===== config.mk =====
export PLATFORM = sky130hd
export DESIGN_NAME = cpu_clock_ctrl
export DESIGN_NICKNAME = d
export VERILOG_FILES = /design/src/rtl/clk_ctrl_pkg.sv /design/src/rtl/cpu_clock_ctrl_tick_gen.sv /design/src/rtl/cpu_clock_ctrl.sv
export SDC_FILE = /design/constraint.sdc
export NUM_CORES = 1
export LEC_CHECK = 0
export ABC_AREA = 1
export CAP_MARGIN = 5
export CORE_UTILIZATION = 55
export CTS_CLUSTER_DIAMETER = 40
export DETAILED_ROUTE_END_ITERATION = 12
export PLACE_DENSITY = 0.89
export SLEW_MARGIN = 10
export SYNTH_ARGS = -nofsm -noshare
export SYNTH_HDL_FRONTEND = slang
export SYNTH_SLANG_ARGS = --single-unit

===== constraint.sdc =====
create_clock -name clk -period 5.1 [get_ports clk]
set_clock_uncertainty 0.1 [all_clocks]
set_input_delay 1.02 -clock clk [delete_from_list [all_inputs] [get_ports clk]]
set_output_delay 1.02 -clock clk [all_outputs]
set_load 0.05 [all_outputs]

===== src/rtl/clk_ctrl_pkg.sv =====
// Shared types and constants for the CPU clock controller.
package clk_ctrl_pkg;

    localparam int unsigned TICK_DIV_DEFAULT = 20000;

    typedef enum logic [1:0] {
        ST_HALT      = 2'd0,
        ST_RUN       = 2'd1,
        ST_STEP_ARM  = 2'd2,
        ST_STEP_DONE = 2'd3
    } state_t;

endpackage


===== src/rtl/cpu_clock_ctrl_tick_gen.sv =====
// Free-running prescaler: one-cycle tick every TICK_DIV clk cycles.
module tick_gen
    import clk_ctrl_pkg::*;
#(
    parameter int unsigned TICK_DIV = TICK_DIV_DEFAULT
) (
    input  logic clk,
    input  logic rst,
    output logic tick
);

    localparam int unsigned   CW   = $clog2(TICK_DIV);
    localparam logic [CW-1:0] LAST = CW'(TICK_DIV - 1);

    logic [CW-1:0] cnt;

    // Count 0..TICK_DIV-1 and wrap.
    always_ff @(posedge clk or posedge rst) begin
        if (rst)
            cnt <= '0;
        else if (cnt == LAST)
            cnt <= '0;
        else
            cnt <= cnt + CW'(1);
    end

    assign tick = (cnt == LAST);

endmodule


===== src/rtl/cpu_clock_ctrl.sv =====
// CPU clock-enable controller: run/halt/single-step FSM with cycle counter.
module cpu_clock_ctrl
    import clk_ctrl_pkg::*;
#(
    parameter int unsigned TICK_DIV = TICK_DIV_DEFAULT
) (
    input  logic        clk,
    input  logic        rst,
    input  logic        run_req,
    input  logic        halt_req,
    input  logic        step_req,
    input  logic        bp_hit,
    input  logic        cnt_clr,
    output logic        cpu_ce,
    output logic        halted,
    output logic        step_ack,
    output logic [31:0] cycle_cnt
);

    state_t      state, state_nx;
    logic        tick;
    logic        step_q;
    logic        step_edge;
    logic        ce_nx;
    logic [31:0] cnt_q;

    tick_gen #(.TICK_DIV(TICK_DIV)) u_tick_gen (
        .clk  (clk),
        .rst  (rst),
        .tick (tick)
    );

    assign step_edge = step_req & ~step_q;

    // Step request edge detector.
    always_ff @(posedge clk or posedge rst) begin
        if (rst)
            step_q <= 1'b0;
        else
            step_q <= step_req;
    end

    // State register plus registered decodes so halted/step_ack never glitch.
    always_ff @(posedge clk or posedge rst) begin
        if (rst) begin
            state    <= ST_HALT;
            cpu_ce   <= 1'b0;
            halted   <= 1'b1;
            step_ack <= 1'b0;
        end else begin
            state    <= state_nx;
            cpu_ce   <= ce_nx;
            halted   <= (state_nx == ST_HALT);
            step_ack <= (state_nx == ST_STEP_DONE);
        end
    end

    // Next-state and clock-enable decision; halt requests beat ticks.
    always_comb begin
        state_nx = state;
        ce_nx    = 1'b0;
        case (state)
            ST_HALT: begin
                if (halt_req || bp_hit)
                    state_nx = ST_HALT;
                else if (run_req)
                    state_nx = ST_RUN;
                else if (step_edge)
                    state_nx = ST_STEP_ARM;
            end
            ST_RUN: begin
                if (halt_req || bp_hit)
                    state_nx = ST_HALT;
                else
                    ce_nx = tick;
            end
            ST_STEP_ARM: begin
                if (halt_req)
                    state_nx = ST_HALT;
                else if (tick) begin
                    state_nx = ST_STEP_DONE;
                    ce_nx    = 1'b1;
                end
            end
            ST_STEP_DONE: state_nx = ST_HALT;
            default:      state_nx = ST_HALT;
        endcase
    end

    // Count issued CPU cycles; clear wins over increment.
    always_ff @(posedge clk or posedge rst) begin
        if (rst)
            cnt_q <= '0;
        else if (cnt_clr)
            cnt_q <= '0;
        else if (cpu_ce)
            cnt_q <= cnt_q + 32'd1;
    end

    assign cycle_cnt = cnt_q;

endmodule


==> run summary <==
clock sink count = 53
TritonRoute pass-1 iters = 5
synth cell count leaders = nand2_1, nor2_1, inv_1, dfrtp_1, nand3_1
power density cells = 192 nW/um2
CTS Buffer Depth = 2
Seq cells post-synth = 53
Post-Synth Adder-Cell Area = 0.0207
ys async rst share = 1.00
sequential share of the synthesized area = 0.438
Synth Warn # = 0
Area Overhead vs Synth = 18.6%
Sw Share = 0.238
FF-to-FF Start = cpu_ce$_DFF_PP0_
P_leak = 1.64 nW
Die Footprint = 5810 um2
logic gate share of total power = 0.042
CP Buf/Inv Count = 3
worst hold path class = register to register
main combinational cell family by area after synthesis = simple AND/OR/NAND/NOR gates
FF-to-FF path depth = 7
Post-route DRC = 0
f_max = 345 MHz
first-pass GRT wire length = 11600 um
root buffer cell = clkbuf_8
remaining global-route overflow = 0
met2 wire len = 3360 um
post-synthesis mux area share = 0
# hold bufs at CTS = 0
I/O pin cnt = 42
fin. max-slew vios = 0
Worst R2R Setup Slack = 2.92 ns
Initial Utilization = 0.582
initial antenna violation count = 0
Peak VDD IR = 0.000126 V
Clk pwr share = 0.344
die width = 76.2 um
Final HPWL DP = 4920 um
Critical Path Source Type = input pin
Max Cap Viol = 0
All-Layer GR Usage = 0.246
Final GP Congestion = 0.861
Row Count = 26
H-tree level count = 2
Slew @ Worst Pin = 0.922 ns
final setup violating endpoints = 0
Cell Chain, Critical Path = clkdlybuf4s50_1 > nor2_1 > inv_1 > nand2_2 > inv_2 > nand3_1 > nand2_1 > nor2_1
Post-Syn Nets = 432
vias per cell = 5.32
Clock transition at path regs = 0.09 ns
Post-Layout Cell Count = 535
Post-Synth Simple-Gate Area = 0.380
Slew headroom = 0.385
Antenna Nets Post-Route = 0
Synth Area in Compound Gates = 0.0562
Clk Latency, worst-skew pair = 0.31 ns
Max Used Layer = met4
Fin. Hold Viols = 0
Crit path largest cell delay = 0.69 ns
slowest cell on the critical path = nor2_1
RR Endpoint = cycle_cnt[13]$_DFFE_PP0P_
XOR/XNOR share of the synthesized area = 0.0202
Reg power frac = 0.613
most numerous cell in the Yosys netlist = nand2_1
Worst Hold Path EP = u_tick_gen.cnt[0]$_DFF_PP0_
Switch Pwr = 164 uW
metal3 WL = 334 um
share of the synthesized area in the top cell type = 0.430
CP max FO = 12
vias in the first global route = 2745
final wirelength = 6680 um
cell taking the most area after synthesis = dfrtp_1
Int Power = 525 uW
CTS tree = done
worst setup margin = 2.21 ns
routed metal-1 wirelength = 2790 um
CP endpoint kind = register
Avg Synthesized Cell Area = 7.21 um2
CP most frequent cell = nor2_1
fillcell total = 436
# resized after CTS = 0
1st-iter DRT viols = 184
number of library cell types mapped by synthesis = 28
Cells after Synth = 420
status = completed
RSZ-0062 raised after global routing = false
Synth Cell Area = 3030 um2
top cells by area, synth = dfrtp_1, nand2_1, nor2_1, inv_1, nand3_1
Core ar. = 5200 um2
Worst Hold Launch = u_tick_gen.cnt[0]$_DFF_PP0_
Tmin final = 2.89 ns
Post-Place Cells = 527
Post-synth EDFFs = 0
Port-buffer cells = 41
Final Cycle Share = 0.568
number of nets in the layout = 476
worst slack, placed = 1.92 ns
via count = 2847
share of layout cells above drive strength 1 = 0.0753
CTS Buf Count = 5
Crit path required time = 5.24 ns
CP top delay family = simple AND/OR/NAND/NOR gates
critical path type = input pin to register
Die Ht = 76.2 um
Ant. Diodes = 0
WL/cell = 12.5 um
largest net degree at the start of global routing = 54
final setup TNS = 0 ns
Hold Path Depth = 1
Top FF cell, synth = dfrtp_1
Post-CTS Setup Bufs = 0
Worst EP arrival = 3.04 ns
-- how the worst max path moves through the flow --
stage          cells after the start                         to  slack (ns)     from
2_1_floorplan                      1           cpu_ce$_DFF_PP0_        2.70      rst
3_3_place_gp                       8  cycle_cnt[13]$_DFFE_PP0P_        2.01  cnt_clr
3_5_place_dp                       8  cycle_cnt[21]$_DFFE_PP0P_        1.92  cnt_clr
4_1_cts                            8  cycle_cnt[21]$_DFFE_PP0P_        2.24  cnt_clr
5_1_grt                            8  cycle_cnt[13]$_DFFE_PP0P_        2.02  cnt_clr
6_report                           8  cycle_cnt[13]$_DFFE_PP0P_        2.21  cnt_clr
-- final cells by class --
class	count	area [um2]	share of cell area
Clock buffer	5	68.8	0.0192
Clock inverter	3	17.5	0.00488
Inverter	62	234	0.0651
Multi-Input combinational cell	301	1450	0.403
Sequential cell	53	1330	0.370
Tap cell	70	87.6	0.0244
Timing Repair Buffer	41	410	0.114
-- power by group through the flow --
stage	sequential (mW)	combinational, mW	clock (mW)
floorplan	0.433	0.0177	0
global placement	0.431	0.0289	0
detailed placement	0.431	0.0297	0
CTS	0.422	0.0298	0.240
global route	0.423	0.0335	0.259
finish	0.422	0.0292	0.237
-- worst reg2reg max path, delay by kind of cell (launching register included) --
| kind | cells | cell delay (ns) |
|---|---|---|
| AND/OR/NAND/NOR | 5 | 1.17 |
| buffers and inverters | 2 | 0.38 |
| flip-flops | 1 | 0.47 |
-- kinds of logic after synthesis --
kind of cell | Yosys count
AND/OR/NAND/NOR | 258
buffers and inverters | 66
flip-flops | 53
AO/OA/AOI/OAI | 31
XOR/XNOR | 7
adder cells (fa/ha/maj) | 5
-- per-layer routing --
metal / vias to the layer above / track usage
li1: 1405 / -
met1: 1302 / 0.301
met2: 118 / 0.425
met3: 22 / 0.0335
met4: 0 / 0.125
met5: - / 0
-- cell usage in the layout, fill, tap and decap left out, types with 2 or more instances in the layout --
cell type / instances
nand2_1: 103
nor2_1: 79
inv_1: 60
dfrtp_1: 52
clkdlybuf4s50_1: 41
nand3_1: 24
nand4_1: 14
o21ai_0: 13
a21oi_1: 12
nor2_2: 9
nor3_1: 9
nand2_2: 7
xor2_1: 6
nor2_4: 5
ha_1: 5
clkbuf_8: 5
o21bai_1: 3
clkinv_2: 3
nor3b_1: 2
nor3_2: 2
and3_1: 2
-- state kept, by name, indices dropped and copies added, names as in the netlist --
signal          cells
state               2
step_ack            1
cycle_cnt          32
halted              1
u_tick_gen.cnt     15
cpu_ce              1
step_q              1
-- through the flow --
step	power (mW)	instance area (um2)	hold WS, ns	util
5_1_grt	0.715	3590	0.418	0.690
4_1_cts	0.692	3590	0.375	0.690
6_report	0.689	3590	0.366	0.690
2_1_floorplan	0.450	3030	0.332	-
3_3_place_gp	0.459	3500	0.348	0.673
3_5_place_dp	0.460	3500	0.362	0.673
No activity file was read; power rests on OpenSTA's default activity.
